$ cat config.mk
export PLATFORM = sky130hd
export DESIGN_NAME = if_stage
export DESIGN_NICKNAME = d
export VERILOG_FILES = /design/src/rtl/if_stage.sv
export SDC_FILE = /design/constraint.sdc
export NUM_CORES = 1
export LEC_CHECK = 0
export CELL_PAD_IN_SITES_DETAIL_PLACEMENT = 1
export CELL_PAD_IN_SITES_GLOBAL_PLACEMENT = 1
export CORE_MARGIN = 8
export CORE_UTILIZATION = 36
export DETAILED_ROUTE_END_ITERATION = 16
export HOLD_SLACK_MARGIN = 0.15
export PLACE_DENSITY = 0.91
export SLEW_MARGIN = 0
export SYNTH_ARGS = -nofsm -noshare
export SYNTH_HDL_FRONTEND = slang
export SYNTH_SLANG_ARGS = --single-unit
export TNS_END_PERCENT = 10
$ cat constraint.sdc
create_clock -name clk -period 4.6 [get_ports clk]
set_input_delay 0.92 -clock clk [delete_from_list [all_inputs] [get_ports clk]]
set_output_delay 0.92 -clock clk [all_outputs]
set_load 0.05 [all_outputs]
$ cat src/rtl/if_stage.sv
// Instruction-fetch stage: owns the PC, drives the combinational imem address and
// loads the IF/ID pipeline register under stall/flush/redirect control.
module if_stage #(
    parameter logic [31:0] RESET_PC = 32'h0000_0000,
    parameter logic [31:0] NOP_INS  = 32'h0000_0013,
    parameter int          CNT_W    = 32
) (
    input  logic             clk,
    input  logic             rst,
    input  logic             stall_f,
    input  logic             stall_d,
    input  logic             flush_d,
    input  logic             pc_src,
    input  logic [31:0]      pc_target,
    output logic [31:0]      imem_addr,
    input  logic [31:0]      imem_rdata,
    output logic [31:0]      if_id_pc,
    output logic [31:0]      if_id_pc_plus4,
    output logic [31:0]      if_id_ins,
    output logic             if_id_valid,
    output logic             misalign_err,
    output logic [CNT_W-1:0] fetch_count
);

    typedef struct packed {
        logic [31:0] pc;
        logic [31:0] pc_plus4;
        logic [31:0] ins;
        logic        valid;
    } if_id_t;

    localparam if_id_t BUBBLE = '{pc: 32'h0, pc_plus4: 32'h4, ins: NOP_INS, valid: 1'b0};

    logic [31:0] pc;
    logic [31:0] pc_plus4;
    logic        if_id_load;
    if_id_t      if_id;

    assign pc_plus4   = pc + 32'd4;
    assign imem_addr  = pc;
    assign if_id_load = !flush_d && !stall_d;

    // Redirect wins over stall_f; the target is forced word-aligned.
    always_ff @(posedge clk) begin
        if (rst)
            pc <= RESET_PC;
        else if (pc_src)
            pc <= {pc_target[31:2], 2'b00};
        else if (!stall_f)
            pc <= pc_plus4;
    end

    always_ff @(posedge clk) begin
        if (rst || flush_d)
            if_id <= BUBBLE;
        else if (!stall_d)
            if_id <= '{pc: pc, pc_plus4: pc_plus4, ins: imem_rdata, valid: 1'b1};
    end

    always_ff @(posedge clk) begin
        if (rst) begin
            misalign_err <= 1'b0;
            fetch_count  <= '0;
        end else begin
            misalign_err <= pc_src && (pc_target[1:0] != 2'b00);
            if (if_id_load)
                fetch_count <= fetch_count + 1'b1;
        end
    end

    assign if_id_pc       = if_id.pc;
    assign if_id_pc_plus4 = if_id.pc_plus4;
    assign if_id_ins      = if_id.ins;
    assign if_id_valid    = if_id.valid;

endmodule

* Word level (Yosys, flattened, before mapping)
Index checks and enable logic that the tools add are counted.
** Word-level totals
- Bits in registers :: 162
- Bits of input ports :: 70
- Output and inout port bits :: 162
- Logic and storage cells :: 20
** Cells by class
- Add/sub/neg operators :: 2
- Equality and inequality tests :: 1
- Muxes and demuxes :: 2
- Reductions and logical operators :: 7
** Operators by type and width (number)
- 2-to-1 mux 32 bit :: 2
- adder 32 x 1 -> 32 bit, second input constant :: 1
- adder 32 x 3 -> 32 bit, second input constant :: 1
- logical AND 1 bit :: 2
- zero test 1 bit :: 2
- inequality test 2 x 1 -> 1 bit, second input constant :: 1
- nonzero test 2 bit :: 1
- OR reduction 2 bit :: 1
- logical OR 1 bit :: 1

* Longest topological paths before layout
- Word-level depth :: 3
- Depth in mapped cells :: 7
- Mapped depth without buffers :: 6

* Least setup slack after synthesis
Ideal clock, no wire load.
- Kind :: input port to flip-flop
- Start point :: input stall_f
- End point :: register pc[25], in the netlist imem_addr[25]
- Library setup time :: 86 ps
- Arrival time :: 2358 ps
- Required time :: 4514 ps
- Setup slack :: 2157 ps
- Cell stages on the path :: 6
- Buffers on the path :: 1
- Cell sequence :: buf_2 > nand4b_1 > nor4_1 > nand4_1 > xor2_1 > a211oi_1
** Between the ends
- Word-level cells in the longest chain between the ends :: 1
** RTL lines
- start: declaration :: RTL line 10 : input logic stall_f,
- inequality test 2 x 1 -> 1 bit (no source line)
- end signal: assignment :: RTL line 48 : pc <= {pc_target[31:2], 2'b00};
- end signal: assignment :: RTL line 50 : pc <= pc_plus4;
- end: declaration :: RTL line 34 : logic [31:0] pc;
No other way between the ends.
A chain may end at the register's enable or synchronous reset.

* Worst setup path after layout
- Start point :: input flush_d
- End point :: register fetch_count[31]
** Between the ends
- Word-level cells in the longest chain between the ends :: 2
** RTL lines
- start: declaration :: RTL line 12 : input logic flush_d,
- zero test 1 bit :: RTL line 41 : assign if_id_load = !flush_d && !stall_d;
- logical AND 1 bit :: RTL line 41
- end signal: assignment :: RTL line 67 : fetch_count <= fetch_count + 1'b1;
- end: declaration :: RTL line 22 : output logic [CNT_W-1:0] fetch_count
No other way between the ends.

==> results.yml <==
sta:
  rsz0062_at_grt: "no"
  slew_viol_final: 0
  worstMarginPinSlew_ns: 1.18
  setup_viol: 0
  slew_headroom: 0.210
  hold_viol_final: 0
  min_period_ns: 2.92
  fin_worst_skew_ns: 0.0110
  finalSetupTns_ns: 0
  max_freq_mhz: 342
  finalCritPeriodShare: 0.636
yosys:
  synth_top_cell_by_area: "dfxtp_1"
  synth_edf_count: 0
  ys_seq_elements: 156
  async_flop_share: 0
  syn_avg_cell_area_um2: 8.83
  ys_top_cells_by_area: "dfxtp_1, mux2i_1, nor2_1, xnor2_1, a21oi_1"
  syn_inst: 781
  ys_seq_area_frac: 0.453
  netlist.area_leader.share: 0.453
  synth_cell_types: 46
  synthFlopType: "dfxtp_1"
  synth_area_um2: 6900
  synth.most_common_cell: "dfxtp_1"
  yosys-top-cells-count: "dfxtp_1, nor2_1, mux2i_1, xnor2_1, nand2_1"
  ys.warnings.count: 0
die:
  die_height_um: 154
  dieArea_um2: 23800
  num_rows: 50
  io_pins: 232
  initial_core_util: 0.368
  core_area_um2: 18800
  die_x_um: 154
routing:
  routedWlPerCell_um: 20.5
  drcViolationCount: 0
  met2_length_um: 12200
  wl_met3_um: 2100
  routed.top_layer: "met5"
  viasPerCell: 5.18
  drt_pass1_iterations: 4
  dr_total_vias: 6322
  postRouteAntennaNets: 0
  totalWireLength_um: 25000
  wl_met1_um: 10200
  drt_iter0_markers: 291
grt:
  antenna_found_initial: 5
  grt_usage: 0.206
  grt_max_degree: 71
  grt_pass1_vias: 6805
  grt_pass1_wl_um: 38600
  overflow: 0
power:
  p_leak_nw: 3.57
  peakVddDrop_uv: 255
  power_mw: 3.34
  power_density_nw_per_um2: 340
worst_setup_path:
  start_kind: "primary input"
  critical_path_buf_inv_count: 1
  cp_max_fo: 15
  crit_chain: "clkdlybuf4s50_1, nor2_1, nand4_1, nor3_1, nand3_1, mux2_2"
  worstSetupPathType: "primary input to flip-flop"
  critPathTopFamily: "simple AND/OR/NAND/NOR gates"
  crit_required_ns: 4.92
  max_stage_delay_ns: 0.60
  cp-end-kind: "flip-flop"
  worstPathArrival_ns: 3.25
  crit_slowest_cell: "nand4_1"
min_path:
  hold_path.class: "flip-flop to flip-flop"
clocking:
  clk_pin_slew_ns: 0.07
  cts.sinks: 156
  cts_tree: "yes"
  numCtsBuffers: 17
  cts_max_level: 4
  cts-resized-gates: 0
  worstSkewPairLatency_ns: 0.43
  hold_buffers: 0
  cts_max_path_buffers: 2
  post_cts_buffers: 0
  cts_root_buf: "clkbuf_16"
cells_and_area:
  antenna_cells: 0
  final_nets: 1045
  drive_gt1_frac: 0.0568
  areaGrowthSynthToFinish_pct: 42.1
  fillers: 2136
placement:
  place.gp.congestion: 0.818
  io_buffer_count: 225
  dp_hpwl_um: 18200
job:
  cap_violations: 0
run_status:
  outcome: "finished, final reports clean"
[power breakdown]
group	internal, mW	switching, mW	leakage (nW)
Combinational	0.188	0.302	2.02
Sequential	1.39	0.0596	1.27
Clock	0.768	0.626	0.279
Total	2.35	0.987	3.57
[metrics by stage]
stage | setup WS (ns) | hold slack, ns | instance area (um^2) | util | std cells
floorplan | 2.16 | 0.664 | 6920 | - | 786
global placement | 1.29 | 0.435 | 9220 | 0.491 | 1188
detailed placement | 1.22 | 0.438 | 9220 | 0.491 | 1188
CTS | 1.66 | 0.448 | 9800 | 0.522 | 1220
global route | 1.41 | 0.466 | 9800 | 0.522 | 1220
finish | 1.68 | 0.446 | 9800 | 0.522 | 1220
[state kept, by name, summed over array words and instances (netlist names)]
| signal | cells |
|---|---|
| if_id_pc_plus4 | 30 |
| imem_addr | 30 |
| fetch_count | 32 |
| misalign_err | 1 |
| if_id_valid | 1 |
| if_id_ins | 32 |
| if_id_pc | 30 |
[cell usage in the layout, fill, tap and decap left out, drive strengths merged, types with 6 or more instances in the layout]
| cell type | netlist | final |
|---|---|---|
| a211oi | 12 | 12 |
| a21oi | 45 | 45 |
| and3 | 9 | 9 |
| and4 | 6 | 6 |
| buf | 26 | 8 |
| clkbuf | 37 | 18 |
| clkdlybuf4s50 | 0 | 223 |
| conb | 1 | 6 |
| dfxtp | 156 | 156 |
| inv | 14 | 21 |
| mux2i | 70 | 70 |
| nand2 | 48 | 48 |
| nand3 | 17 | 17 |
| nand4 | 19 | 19 |
| nor2 | 134 | 134 |
| nor2b | 6 | 6 |
| nor3 | 20 | 20 |
| nor4 | 23 | 23 |
| o21ai | 28 | 28 |
| or3 | 8 | 8 |
| xnor2 | 52 | 52 |
| xor2 | 24 | 24 |
[routing by layer]
| layer | GRT usage | vias to the layer above |
|---|---|---|
| met2 | 0.359 | 222 |
| met3 | 0.0763 | 34 |
| met1 | 0.228 | 3017 |
| met4 | 0.0677 | 10 |
| li1 | - | 3039 |
| met5 | 0 | - |
[cells by family (layout without fill, tap and decap cells)]
kind of cell | after synthesis | in the layout | synth area share
AOI/OAI and AO/OA | 96 | 96 | 0.0791
xor gates and xnor gates | 76 | 76 | 0.0965
adders and majority gates | 2 | 2 | 0.00363
buffers and inverters | 77 | 277 | 0.0482
DFF | 156 | 156 | 0.453
muxes | 71 | 71 | 0.103
other | 1 | 6 | 0.000544
and+or+nand+nor | 302 | 302 | 0.216
[area by class of cell]
| type | count | area (um^2) | area share |
|---|---|---|---|
| well taps | 234 | 293 | 0.0299 |
| multi-input cells | 553 | 3460 | 0.353 |
| repair buffers | 231 | 2290 | 0.234 |
| clock inverters | 14 | 154 | 0.0157 |
| clock buffers | 18 | 429 | 0.0438 |
| inverters | 14 | 52.6 | 0.00536 |
| flip-flops and latches | 156 | 3120 | 0.319 |
[final timing paths]
path / to / slack, ns / cells after the start / startpoint
max: fetch_count[31] / 1.68 / 6 / flush_d
min: if_id_valid / 0.45 / 2 / if_id_valid
max reg2reg: imem_addr[29] / 1.99 / 5 / imem_addr[5]
min reg2reg: if_id_valid / 0.45 / 2 / if_id_valid
[worst reg2reg max path, stage by stage (launching register included)]
cell	delay, ns
dfxtp_1	0.52
nand4_2	0.44
nor4_1	0.95
nand3_1	0.23
xnor2_1	0.18
a211oi_1	0.21
Power figures use the tool's default switching activity.
